==> config.mk <==
export PLATFORM = sky130hd
export DESIGN_NAME = bcd4221_final_adder_serial
export DESIGN_NICKNAME = d
export VERILOG_FILES = /design/src/rtl/bcd4221_final_adder_serial.sv
export SDC_FILE = /design/constraint.sdc
export NUM_CORES = 1
export LEC_CHECK = 0
export ABC_CLOCK_PERIOD_IN_PS = 5950
export CORE_ASPECT_RATIO = 1.75
export CORE_MARGIN = 2
export CORE_UTILIZATION = 40
export DETAILED_ROUTE_END_ITERATION = 16
export GPL_ROUTABILITY_DRIVEN = 0
export GPL_TIMING_DRIVEN = 0
export PLACE_DENSITY = 0.65
export SETUP_SLACK_MARGIN = 0.02
export SYNTH_ARGS = -nofsm -noshare
export SYNTH_HDL_FRONTEND = slang
export SYNTH_SLANG_ARGS = --single-unit
export TNS_END_PERCENT = 20
==> constraint.sdc <==
create_clock -name clk -period 5.95 [get_ports clk]
set_clock_uncertainty 0.2 [all_clocks]
set_input_delay 1.785 -clock clk [delete_from_list [all_inputs] [get_ports clk]]
set_output_delay 1.785 -clock clk [all_outputs]
set_load 0.02 [all_outputs]
==> src/rtl/bcd4221_final_adder_serial.sv <==
// Digit-serial final carry-propagate adder for the decimal multiplier.
// Adds the BCD-4221 redundant sum/carry pair (S, H) one digit per clock,
// least significant digit first, and produces the BCD-8421 product P with
// a decimal carry out.
//
// Handshakes: a transfer happens on a rising edge where valid and ready are
// both high. On the input side in_ready is high only in IDLE, and in_valid
// is ignored in any other state. On the output side out_valid stays high,
// with P/cout frozen, until out_ready is sampled high.
module bcd4221_final_adder_serial #(
    parameter int NDIG = 11
) (
    input  logic              clk,
    input  logic              rst_n,
    input  logic              in_valid,
    output logic              in_ready,
    input  logic [4*NDIG-1:0] S,
    input  logic [4*NDIG-1:0] H,
    output logic              out_valid,
    input  logic              out_ready,
    output logic [4*NDIG-1:0] P,
    output logic              cout,
    output logic [1:0]        state_dbg
);

    localparam int CW = (NDIG > 1) ? $clog2(NDIG) : 1;

    typedef enum logic [1:0] {
        IDLE = 2'd0,
        RUN  = 2'd1,
        DONE = 2'd2
    } state_t;

    state_t            state_q, state_d;
    logic [CW-1:0]     cnt_q, cnt_d;
    logic              c_q, c_d;
    logic              cout_q, cout_d;
    logic [4*NDIG-1:0] s_q, s_d;
    logic [4*NDIG-1:0] h_q, h_d;
    logic [4*NDIG-1:0] p_q, p_d;

    logic [3:0] s_dig;
    logic [3:0] h_dig;
    logic [4:0] t_sum;
    logic [4:0] t_mod;
    logic       t_carry;

    // 4221 weights: 4*b3 + 2*b2 + 2*b1 + b0; every code maps into 0..9.
    function automatic logic [3:0] val4221(input logic [3:0] d);
        return {1'b0, d[3], 2'b00} + {2'b00, d[2], 1'b0}
             + {2'b00, d[1], 1'b0} + {3'b000, d[0]};
    endfunction

    assign s_dig = s_q[4*int'(cnt_q) +: 4];
    assign h_dig = h_q[4*int'(cnt_q) +: 4];

    // One decimal digit position: t in 0..19, digit = t mod 10, carry = t >= 10.
    always_comb begin
        t_sum   = {1'b0, val4221(s_dig)} + {1'b0, val4221(h_dig)} + {4'b0000, c_q};
        t_carry = (t_sum >= 5'd10);
        t_mod   = t_carry ? (t_sum - 5'd10) : t_sum;
    end

    // Next-state and datapath update for the IDLE/RUN/DONE sequencer.
    always_comb begin
        state_d = state_q;
        cnt_d   = cnt_q;
        c_d     = c_q;
        cout_d  = cout_q;
        s_d     = s_q;
        h_d     = h_q;
        p_d     = p_q;
        case (state_q)
            IDLE: begin
                if (in_valid) begin
                    s_d     = S;
                    h_d     = H;
                    cnt_d   = '0;
                    c_d     = 1'b0;
                    cout_d  = 1'b0;
                    p_d     = '0;
                    state_d = RUN;
                end
            end
            RUN: begin
                p_d[4*int'(cnt_q) +: 4] = t_mod[3:0];
                c_d = t_carry;
                if (cnt_q == CW'(NDIG - 1)) begin
                    // Last digit: the counter stays put so it never passes NDIG-1.
                    cout_d  = t_carry;
                    state_d = DONE;
                end else begin
                    cnt_d = cnt_q + CW'(1);
                end
            end
            DONE: begin
                if (out_ready) begin
                    state_d = IDLE;
                end
            end
            default: begin
                state_d = IDLE;
            end
        endcase
    end

    // State and datapath registers; reset discards any partial result.
    always_ff @(posedge clk or negedge rst_n) begin
        if (!rst_n) begin
            state_q <= IDLE;
            cnt_q   <= '0;
            c_q     <= 1'b0;
            cout_q  <= 1'b0;
            s_q     <= '0;
            h_q     <= '0;
            p_q     <= '0;
        end else begin
            state_q <= state_d;
            cnt_q   <= cnt_d;
            c_q     <= c_d;
            cout_q  <= cout_d;
            s_q     <= s_d;
            h_q     <= h_d;
            p_q     <= p_d;
        end
    end

    assign in_ready  = (state_q == IDLE);
    assign out_valid = (state_q == DONE);
    assign P         = p_q;
    assign cout      = cout_q;
    assign state_dbg = state_q;

endmodule

==> summary.txt, run 1 <==
Critical path
  • Critical path, cell by cell: buf_4 > clkinv_1 > nor2_1 > a221oi_1 > o32ai_1 > fa_1 > fa_1 > xor2_1 > inv_1 > ha_1 > o21a_1 > or3_1 > a21o_1 > nand4_1 > buf_2 > o21ai_0
  • Type of element capturing the critical path: register
  • Setup CP Type: reg -> reg
  • Critical path buffer and inverter count: 4
  • CP Data Arrival Time: between 5000 and 6000 ps
  • CP required: 6040 ps
  • Worst path slowest cell: dfrtp_1
  • Most frequent CP cell: fa_1
  • Max incr delay on CP: about 570 ps
  • CP Max Fanout: 10
  • Critical path launch point type: register
  • Delay-heaviest family, CP: adder cells

Clock tree
  • Max Buffers Root-to-Sink: 2
  • Hold buffer count at CTS: 0
  • PostCTS Resize Cnt: 0
  • CTS tree: yes
  • Clk slew on worst S/H paths: 60 ps
  • Worst-skew pair later-pin latency: roughly 420 ps
  • H-tree levels: 4
  • Clock Sinks: 140
  • CTS Buf Count: 17
  • CTS Root Cell: clkbuf_16
  • Post CTS Setup Buffer Count: 0

Route
  • Total length of routed wires: 18.3 mm
  • DR WL/cell: 16.8 um
  • DR iter-0 viols: 311
  • Total number of vias: 5546
  • Vias per cell: about 5.1
  • Drt drc: 0
  • DRT antenna net count: 0
  • DRT Pass-1 Iters: 4

STA
  • Worst-Margin Slew: 923 ps
  • Period utilization: about nine tenths
  • Slew HR: between 30% and 40%
  • Final Worst Setup Slack: slightly below 600 ps
  • Unrepaired setup endpoints after global routing: no
  • Final setup vio count: 0
  • Final hold viol count: 0
  • Fmax: 186 MHz
  • Slew Viols, Final: 0
  • Fin Setup TNS: 0 ps
  • Min Tclk post-route: about 5400 ps

Floorplan
  • Initial cell density of the core: around two fifths
  • Area of the core: about 16000 um2
  • Number of top-level pins: 141
  • Die Y: approximately 170 um
  • Total Die Area: 17600 um2
  • Num rows: 62
  • Die width: between 100 and 150 um

Min path
  • Hold crit path type: reg -> reg

Yosys
  • #FFs+latches synth: 140
  • Synthesized area per cell: around 9.2 um2
  • Netlist cell types: 47
  • Syn nets: a little over 800
  • Ys Warns: 0
  • Sequential share of the synthesized area: about 53%
  • Synth Instances: approximately 720
  • Ys async rst share: 100%
  • Prevailing post-synth register cell: dfrtp_1
  • Post-synth EDFFs: 0
  • Synthesized area: roughly 6600 um2

Place
  • Buffers on Ports: 140
  • Post-Place Worst Slack: 706 ps
  • Post-DP HPWL: between 10 and 15 mm

Final layout
  • Most common cell after layout, fill and taps aside: nand2_1
  • Layout cells sized above 1: between 7 and 8%
  • Synthesis-to-layout area growth: 34.3%
  • Most frequent cells in the layout: 304 x nand2_1, 140 x dfrtp_1, 139 x clkdlybuf4s50_1
  • Fill count: about 1500
  • Diode count: 0
  • # nets final: around 990

Outcome
  • Status: finished clean

GRT
  • Global-route wire length before repair: a little under 30 mm
  • Gr ovfl total: 0
  • Initial antenna violation count: 0
  • Total GRT Usage: around 22%
  • Number of global-route vias before repair: slightly below 6000
  • Largest net degree at the start of global routing: 90

Flow run
  • Max cap viols: 0
metal layers:
metal  global-route usage (%)  vias to the layer above  part of all wire, %
li1                         -                     2735                    -
met1                     23.5                     2609                   37
met2                     39.9                      152                   55
met3                     3.34                       50                  3.3
met4                     12.4                        0                  4.7
met5                        0                        -                    0
worst register-to-register path, cell delays in order, from the launching register on:
cell	delay, ps
dfrtp_1	570
buf_4	290
clkinv_1	300
nor2_1	480
a221oi_1	190
o32ai_1	330
fa_1	520
fa_1	480
xor2_1	340
inv_1	110
ha_1	280
o21a_1	160
or3_1	310
a21o_1	160
nand4_1	110
buf_2	270
o21ai_0	140
state kept, by name, indices dropped and copies added (netlist names):
| signal | flops |
|---|---|
| P | 44 |
| cout | 1 |
| h_q | 44 |
| state_dbg | 2 |
| s_q | 44 |
| c_q | 1 |
| cnt_q | 4 |
logic make-up after synthesis:
group | Yosys count | synth area share, %
AOI/OAI and AO/OA | 83 | 7.90
xor gates and xnor gates | 3 | 0.397
adders and majority gates | 14 | 2.99
buffers and inverters | 57 | 3.57
DFF | 140 | 52.9
muxes | 33 | 7.96
and+or+nand+nor | 392 | 24.3
worst paths after layout:
| kind | start | endpoint | depth (start not counted) | slack, ps |
|---|---|---|---|---|
| max in group asynchronous | rst_n | P[2] | 2 | 3630 |
| hold / removal | s_q[24] | s_q[24] | 2 | 270 |
| setup reg to reg | cnt_q[1] | P[1] | 16 | 580 |
| setup / recovery | cnt_q[1] | P[1] | 16 | 580 |
| hold reg to reg | s_q[24] | s_q[24] | 2 | 270 |
| min in group asynchronous | rst_n | s_q[39] | 1 | 1110 |
metrics by stage:
stage | hold WS [ps] | instances | area, um2 | util (%)
2_1_floorplan | 240 | 722 | 6620 | -
3_5_place_dp | 259 | 1055 | 8290 | 50.9
4_1_cts | 274 | 1087 | 8890 | 54.5
3_3_place_gp | 253 | 1054 | 8260 | 50.7
6_report | 267 | 1087 | 8890 | 54.5
5_1_grt | 289 | 1087 | 8890 | 54.5
synthesized netlist by cell type, types with 4 or more instances:
cell type,instances,area share (%)
a221oi_1,9,1.2
o21ai_0,37,2.8
o31ai_1,4,0.45
mux4_2,15,5.1
dfrtp_1,140,53
clkbuf_1,32,1.8
nor2_1,19,1.1
o32ai_1,7,0.93
nor2b_1,6,0.57
nand2_1,304,17
nand2b_1,5,0.47
buf_2,4,0.30
a21oi_1,10,0.76
nand4_1,6,0.57
mux2i_1,11,1.7
mux2_2,7,1.2
ha_1,11,2.1
inv_1,14,0.79
nand3_1,34,2.6
nor3_1,4,0.30
cell type report:
| class | instances | area, um2 | area share [%] |
|---|---|---|---|
| clock buffer | 18 | 429 | 4.83 |
| clock inverter | 14 | 168 | 1.89 |
| tap | 192 | 240 | 2.70 |
| multi-input combinational | 525 | 2880 | 32.4 |
| sequential | 140 | 3500 | 39.4 |
| inverter | 15 | 56.3 | 0.634 |
| buffer | 42 | 180 | 2.03 |
| timing repair buffer | 141 | 1430 | 16.1 |
Power of run 1 is left out: the tool's default activity adds up to more than one toggle a clock period on the data nets, which glitch-free logic cannot reach.
==> run 2, diff against run 1 <==
Settings changed: RECOVER_POWER set to 50.
==> summary.txt, run 2 (same netlist as run 1, synthesis figures left out) <==
Clock tree
  • CTS Buf Count: 17
  • Worst-skew pair later-pin latency: approximately 420 ps
  • Clock Sinks: 140
  • Hold buffer count at CTS: 0
  • CTS Root Cell: clkbuf_16
  • Clk slew on worst S/H paths: around 60 ps
  • PostCTS Resize Cnt: 0
  • CTS tree: yes
  • Max Buffers Root-to-Sink: 2
  • H-tree levels: 4
  • Post CTS Setup Buffer Count: 0

Floorplan
  • Area of the core: 16300 um2
  • Die width: roughly 100 um
  • Initial cell density of the core: between 40% and 50%
  • Number of top-level pins: ~140
  • Die Y: between 150 and 200 um
  • Total Die Area: approximately 18000 um2
  • Num rows: 62

STA
  • Min Tclk post-route: roughly 5500 ps
  • Fmax: between 150 and 200 MHz
  • Final setup vio count: 0
  • Unrepaired setup endpoints after global routing: no
  • Fin Setup TNS: 0 ps
  • Slew Viols, Final: 53
  • Final hold viol count: 0
  • Worst-Margin Slew: 2740 ps
  • Period utilization: 92.3%
  • Slew HR: -82.4%

Critical path
  • Critical path launch point type: register
  • CP Data Arrival Time: roughly 5600 ps
  • Worst reg2reg path startpoint: cnt_q[0]
  • Worst path slowest cell: clkbuf_1
  • Setup CP Type: reg -> reg
  • Max incr delay on CP: around 600 ps
  • Most frequent CP cell: fa_1
  • Crit path launch: cnt_q[0]
  • Delay-heaviest family, CP: adder cells
  • Critical path buffer and inverter count: 4
  • CP Max Fanout: 10
  • Type of element capturing the critical path: register
  • CP required: 6040 ps
  • Critical path, cell by cell: buf_6 > clkbuf_1 > mux2_2 > a221oi_1 > o32ai_1 > fa_1 > fa_1 > xor2_1 > inv_1 > ha_1 > o21a_1 > or3_1 > a21o_1 > nand4_1 > buf_2 > o21ai_0

Final layout
  • Post-route insts no fill: between 1000 and 1500
  • Most common cell after layout, fill and taps aside: nand2_1
  • # nets final: roughly 990
  • Synthesis-to-layout area growth: 33.8%
  • Diode count: 0
  • Layout cells sized above 1: around 7%
  • Most frequent cells in the layout: 304 x nand2_1, 140 x dfrtp_1, 118 x clkdlybuf4s50_1

Min path
  • Hold crit path type: reg -> reg
  • Hold_sp: s_q[24]

Place
  • Placed insts: approximately 1100
  • Post-DP HPWL: about 14 mm
  • Buffers on Ports: 140

GRT
  • Largest net degree at the start of global routing: 90
  • Initial antenna violation count: 0
  • Global-route wire length before repair: around 29 mm
  • Total GRT Usage: 22.0%
  • Number of global-route vias before repair: between 5000 and 6000
  • Gr ovfl total: 0

Route
  • Vias per cell: 5.15
  • DR WL/cell: 16.7 um
  • DRT antenna net count: 0
  • Drt drc: 0
  • Total length of routed wires: 18.2 mm
  • DR iter-0 viols: roughly 310
  • DRT Pass-1 Iters: 4
  • Total number of vias: around 5600

Outcome
  • Status: finished with violations
  • Failing checks: capacitance limit, slew limit

Flow run
  • Max cap viols: 1
[run 2: changes by cell type in the layout (fill, tap and decap cells not counted), sizes merged]
cell	delta
buf	-3
clkbuf	+3
clkdlybuf4s50	-21
dlygate4sd3	+21
[run 2: metal layers]
layer | share of wire (%) | global-route usage [%]
met3 | 3.1 | 3.34
met5 | 0 | 0
met2 | 56 | 39.9
met4 | 4.8 | 12.4
met1 | 36 | 23.5
[run 2: area by class of cell]
cell class | instances | area [um2]
clock inverters | 14 | 168
inverters | 15 | 56.3
fillers | 1546 | 7430
well taps | 192 | 240
multi-input cells | 525 | 2880
clock buffers | 18 | 429
plain buffers | 42 | 179
flip-flops and latches | 140 | 3500
repair buffers | 141 | 1400
[run 2: worst register-to-register path, cell delays in order (launching register included)]
cell      delay [ps]
dfrtp_1          540
buf_6            240
clkbuf_1         610
mux2_2           420
a221oi_1         320
o32ai_1          150
fa_1             530
fa_1             480
xor2_1           340
inv_1            110
ha_1             280
o21a_1           160
or3_1            310
a21o_1           160
nand4_1          110
buf_2            270
o21ai_0          140
[run 2: final timing paths]
| path | end | slack [ps] | depth (start not counted) |
|---|---|---|---|
| worst max-delay path | P[1] | 460 | 16 |
| worst min-delay path | s_q[24] | 270 | 2 |
| worst max register to register | P[1] | 460 | 16 |
| worst min register to register | s_q[24] | 270 | 2 |
| max in group asynchronous | P[2] | 1010 | 2 |
| min in group asynchronous | s_q[39] | 2020 | 1 |
[run 2: through the flow]
step / setup WS (ps) / hold WS (ps) / cell area, um2 / utilization, %
CTS: 663 / 274 / 8890 / 54.5
global placement: -2770 / 253 / 8260 / 50.7
finish: 461 / 268 / 8860 / 54.4
global route: 142 / 289 / 8860 / 54.4
floorplan: 1550 / 240 / 6620 / -
detailed placement: 706 / 259 / 8290 / 50.9
Power of run 2 is left out for the same reason.
